## config.mk

```make
export PLATFORM = sky130hd
export DESIGN_NAME = spi_slave
export DESIGN_NICKNAME = d
export VERILOG_FILES = /design/src/rtl/spi_pkg.sv /design/src/rtl/spi_tx_serializer.sv /design/src/rtl/spi_slave.sv
export SDC_FILE = /design/constraint.sdc
export NUM_CORES = 1
export LEC_CHECK = 0
export BUFFER_PORTS_ARGS = -buffer_cell sky130_fd_sc_hd__buf_2
export CORE_UTILIZATION = 30
export CTS_BUF_LIST = sky130_fd_sc_hd__clkbuf_16
export CTS_CLUSTER_DIAMETER = 40
export CTS_CLUSTER_SIZE = 28
export DETAILED_ROUTE_END_ITERATION = 8
export PLACE_DENSITY_LB_ADDON = 0.25
export SYNTH_ARGS = -nofsm -noshare
export SYNTH_HDL_FRONTEND = slang
export SYNTH_SLANG_ARGS = --single-unit
```

## constraint.sdc

```tcl
create_clock -name clk -period 2 [get_ports clk]
set_clock_uncertainty 0.1 [all_clocks]
set_input_delay 0.6 -clock clk [delete_from_list [all_inputs] [get_ports clk]]
set_output_delay 0.6 -clock clk [all_outputs]
set_load 0.01 [all_outputs]
```

## src/rtl/spi_pkg.sv

```systemverilog
// spi_pkg: shared FSM state and frame command encodings for the SPI slave
package spi_pkg;
  typedef enum logic [2:0] {IDLE, CHK_CMD, WRITE, READ_ADD, READ_DATA} state_t;
  localparam logic [1:0] CMD_WR_ADDR = 2'b00;
  localparam logic [1:0] CMD_WR_DATA = 2'b01;
  localparam logic [1:0] CMD_RD_ADDR = 2'b10;
  localparam logic [1:0] CMD_RD_DATA = 2'b11;
endpackage

```

## src/rtl/spi_tx_serializer.sv

```systemverilog
// spi_tx_serializer: latches a read byte on load and shifts it out MSB-first once
module spi_tx_serializer #(
  parameter int W = 8
) (
  input  logic         clk,
  input  logic         rst_n,
  input  logic         clr,
  input  logic         load,
  input  logic [W-1:0] din,
  output logic         miso,
  output logic         last,
  output logic         done
);
  localparam int CW = $clog2(W);
  logic [W-1:0]  sr;
  logic [CW-1:0] cnt;
  logic          busy;
  assign miso = busy & sr[W-1];
  assign last = busy && cnt == CW'(W - 1);
  // load once per frame, then shift one bit per cycle; done stays set until the frame ends
  always_ff @(posedge clk) begin
    if (!rst_n || clr) begin
      sr   <= '0;
      cnt  <= '0;
      busy <= 1'b0;
      done <= 1'b0;
    end else if (load && !busy && !done) begin
      sr   <= din;
      cnt  <= '0;
      busy <= 1'b1;
    end else if (busy) begin
      sr   <= sr << 1;
      cnt  <= cnt + CW'(1);
      busy <= !last;
      done <= last;
    end
  end
endmodule

```

## src/rtl/spi_slave.sv

```systemverilog
// spi_slave: SPI frame receiver with RAM command decode and read-data serializer
module spi_slave
  import spi_pkg::*;
#(
  parameter int DATA_W = 8
) (
  input  logic              clk,
  input  logic              rst_n,
  input  logic              SS_n,
  input  logic              MOSI,
  output logic              MISO,
  output logic [DATA_W+1:0] rx_data,
  output logic              rx_valid,
  input  logic [DATA_W-1:0] tx_data,
  input  logic              tx_valid
);
  localparam int FW = DATA_W + 2;
  localparam int CW = $clog2(FW);
  state_t        state, nxt;
  logic [FW-1:0] sr;
  logic [CW-1:0] cnt;
  logic          frame_done, rd_addr_seen, tx_load, tx_last, tx_done;
  // read byte is accepted only in READ_DATA after its own rx_valid cycle, once per frame
  assign tx_load = state == READ_DATA && frame_done && !rx_valid && !tx_done && tx_valid && !SS_n;
  // SS_n high always returns to IDLE; the direction bit picks write or the read phase
  always_comb begin
    nxt = SS_n ? IDLE :
          state == IDLE ? CHK_CMD :
          state == CHK_CMD ? (!MOSI ? WRITE : rd_addr_seen ? READ_DATA : READ_ADD) :
          state;
  end
  // frame shifter, bit counter, output word and read-address tracking
  always_ff @(posedge clk) begin
    if (!rst_n) begin
      state        <= IDLE;
      sr           <= '0;
      cnt          <= '0;
      frame_done   <= 1'b0;
      rd_addr_seen <= 1'b0;
      rx_data      <= '0;
      rx_valid     <= 1'b0;
    end else begin
      state    <= nxt;
      rx_valid <= 1'b0;
      if (SS_n || state == IDLE || state == CHK_CMD) begin
        sr         <= '0;
        cnt        <= '0;
        frame_done <= 1'b0;
      end else if (!frame_done) begin
        sr  <= {sr[FW-2:0], MOSI};
        cnt <= cnt + CW'(1);
        if (cnt == CW'(FW - 1)) begin
          rx_data      <= {sr[FW-2:0], MOSI};
          rx_valid     <= 1'b1;
          frame_done   <= 1'b1;
          rd_addr_seen <= rd_addr_seen | (state == READ_ADD);
        end
      end
      if (tx_last) rd_addr_seen <= 1'b0;
    end
  end
  spi_tx_serializer #(.W(DATA_W)) u_tx (
    .clk  (clk),
    .rst_n(rst_n),
    .clr  (SS_n),
    .load (tx_load),
    .din  (tx_data),
    .miso (MISO),
    .last (tx_last),
    .done (tx_done)
  );
endmodule

```

==> out/metrics.cfg <==
[synth]
synth-compound-area-share_pct = 15.1
yosys_warnings = 0
synth_mux_area_share_pct = 4.92
synth_top_family_by_area = simple AND/OR/NAND/NOR gates
netlist_area_um2 = 1830
syn-instance-count = 201
synth_fp_nets = 218
synth_area_leaders = dfxtp_1 46%, nand4_1 5.8%, mux2i_1 4.9%, a21oi_1 4.7%, nand2_1 4.3%
synth_fa_ha_area_share_pct = 2.74
ys_ff_latch = 42
ys_seq_area_share_pct = 46.0
ys_types = 34
synth_simple_gate_area_share_pct = 25.4
synth_xor_xnor_area_share_pct = 1.44
syn_area_per_cell_um2 = 9.10
post-synth-top-area-fraction_pct = 46.0
yosys.area.top_type = dfxtp_1

[cts]
cts_setup_buffers = 0
root_buffer = clkbuf_16
cts_buffer_depth = 2
hold_buffers = 0
cts_resized = 0
clkLatencyLatePin_ns = 0.28
cts-buffers-inserted = 5
cts_tree = done
cts.clk_slew.worst_paths_ns = 0.06
cts_sinks = 42
cts_max_level = 2

[place]
place_ws_ns = 0.247
port_buffers = 24
place_inst = 290
gp_congestion = 0.693
placed_area_um2 = 2010
dp_hpwl_um = 2800

[grt]
grt_usage_pct = 13.7
antenna_found_initial = 0
globalRouteOverflowTotal = 0
grt_pass1_vias = 1413
grt_max_degree = 17
grt_first_pass_wirelength_um = 6680

[floorplan]
pin_count = 25
core_area_um2 = 5890
fp-row-count = 28
dieWidth_um = 80.1
dieArea_um2 = 6410
die_y_um = 80.1
start_util_pct = 31.1

[status]
status = finished clean

[layout]
layout_common_cells = 42 x dfxtp_1, 24 x buf_2, 21 x nor2_1, 21 x nand2_1
syn_to_final_growth_pct = 16.8
final_common_cell = dfxtp_1
nets = 239
fin_cells = 296
diodes = 0
drive_gt1_share_pct = 18.1
design_area_um2 = 2140

[worst_hold_path]
hold_class = reg -> reg
min_from = rx_data[9]

[drt]
wire_per_inst_um = 13.8
num_vias = 1478
antenna_left = 0
drt_iter0_drc = 60
viasPerCell = 4.99
drc_errors = 0
wl_um = 4080
first_pass_iters = 4

[timing]
period_minus_slack_ns = 1.76
rsz0062_at_grt = false
fin_ws_ns = 0.235
fin_tns_setup_ns = 0
maxSlewHeadroom_pct = 39.0
setup_viol = 0
hold_violations = 0
period_share_pct = 88.2
slew_violations = 0
worst_slew_pin_slew_ns = 0.911
clock.fmax_mhz = 567

[run]
cap_violations = 0

[worst_setup_path]
crit_required_ns = 1.30
worstSetupPathType = reg -> out
crit_path_start = u_tx.busy
critical_path.max_fanout = 9
worstSetupStartpointType = flip-flop
rr_startpoint = state[1]
crit_arrival_ns = 1.06
cp-end-kind = primary output

[pwr]
power_density_nw_per_um2 = 771
vdd.ir_drop.worst_mv = 0.333
leakage_nw = 0.740

## layer usage
| layer | vias to the layer above | part of all wire [%] | track usage (%) |
|---|---|---|---|
| met5 | - | 0 | 0 |
| met4 | 0 | 2.0 | 6.96 |
| met3 | 6 | 5.3 | 3.52 |
| met2 | 33 | 40 | 20.7 |
| met1 | 674 | 52 | 17.8 |
| li1 | 765 | - | - |
## cells in the mapped netlist
cell       instances
nand2_1           21
nor2b_1            3
nand3b_1           1
nand3_1            2
nor4b_4            1
o211ai_1          10
a21boi_0           1
o31ai_1           10
a41oi_1            2
and3b_1            2
nor4_1             1
nor2_1            21
nand4_1           17
nor3b_2            1
ha_1               4
nand4b_1           1
or2_2              2
dfxtp_1           42
or4b_4             1
clkbuf_1           7
and2_1             1
a31oi_1            1
nand4bb_2          1
xnor2_1            1
inv_1              4
nor4bb_1           1
o21ai_0            2
a21oi_1           17
xor2_1             2
nand2b_1           4
buf_2              5
buf_4              2
nor2_4             1
mux2i_1            9
## worst paths after layout
check | endpoint | slack [ns] | cells after the start
max reg2reg | state[0] | 0.38 | 3
min reg2reg | rx_data[9] | 0.37 | 2
max | MISO | 0.24 | 2
min | rx_data[9] | 0.37 | 2
## state kept, by name, indices dropped and copies added, names as in the netlist, 3 cells and up
| signal | cells |
|---|---|
| u_tx.sr | 8 |
| u_tx.cnt | 3 |
| state | 3 |
| cnt | 4 |
| sr | 9 |
| rx_data | 10 |
## critical path, cell delays in order, from the launching register on
cell	delay [ns]
dfxtp_1	0.49
and2_1	0.17
buf_2	0.12
## power by group
group / switching, mW / total, mW / internal (mW)
combinational: 0.0358 / 0.0552 / 0.0194
sequential: 0.00462 / 0.844 / 0.839
clock: 0.304 / 0.747 / 0.443
## through the flow
| stage | util, % | hold WS [ns] | power, mW |
|---|---|---|---|
| after detailed placement | 34.1 | 0.360 | 0.917 |
| after floorplan | - | 0.336 | 0.892 |
| final | 36.3 | 0.369 | 1.65 |
| after global routing | 36.3 | 0.387 | 1.71 |
| after CTS | 36.3 | 0.375 | 1.66 |
| after global placement | 34.1 | 0.352 | 0.918 |
## logic make-up (layout without fill, tap and decap cells)
group / count (synthesis) / in the layout
muxes: 9 / 9
DFF: 42 / 42
and+or+nand+nor: 82 / 82
buffers and inverters: 18 / 38
adders and majority gates: 4 / 4
AOI/OAI and AO/OA: 43 / 43
xor gates and xnor gates: 3 / 3
## layout make-up
type | instances | area [um^2]
Tap cell | 75 | 93.8
Multi-Input combinational cell | 141 | 907
Clock buffer | 5 | 125
Fill cell | 635 | 3750
Sequential cell | 42 | 841
Inverter | 4 | 15.0
Clock inverter | 1 | 3.75
Timing Repair Buffer | 28 | 150
Note: power is estimated with default switching activity, not from simulation.
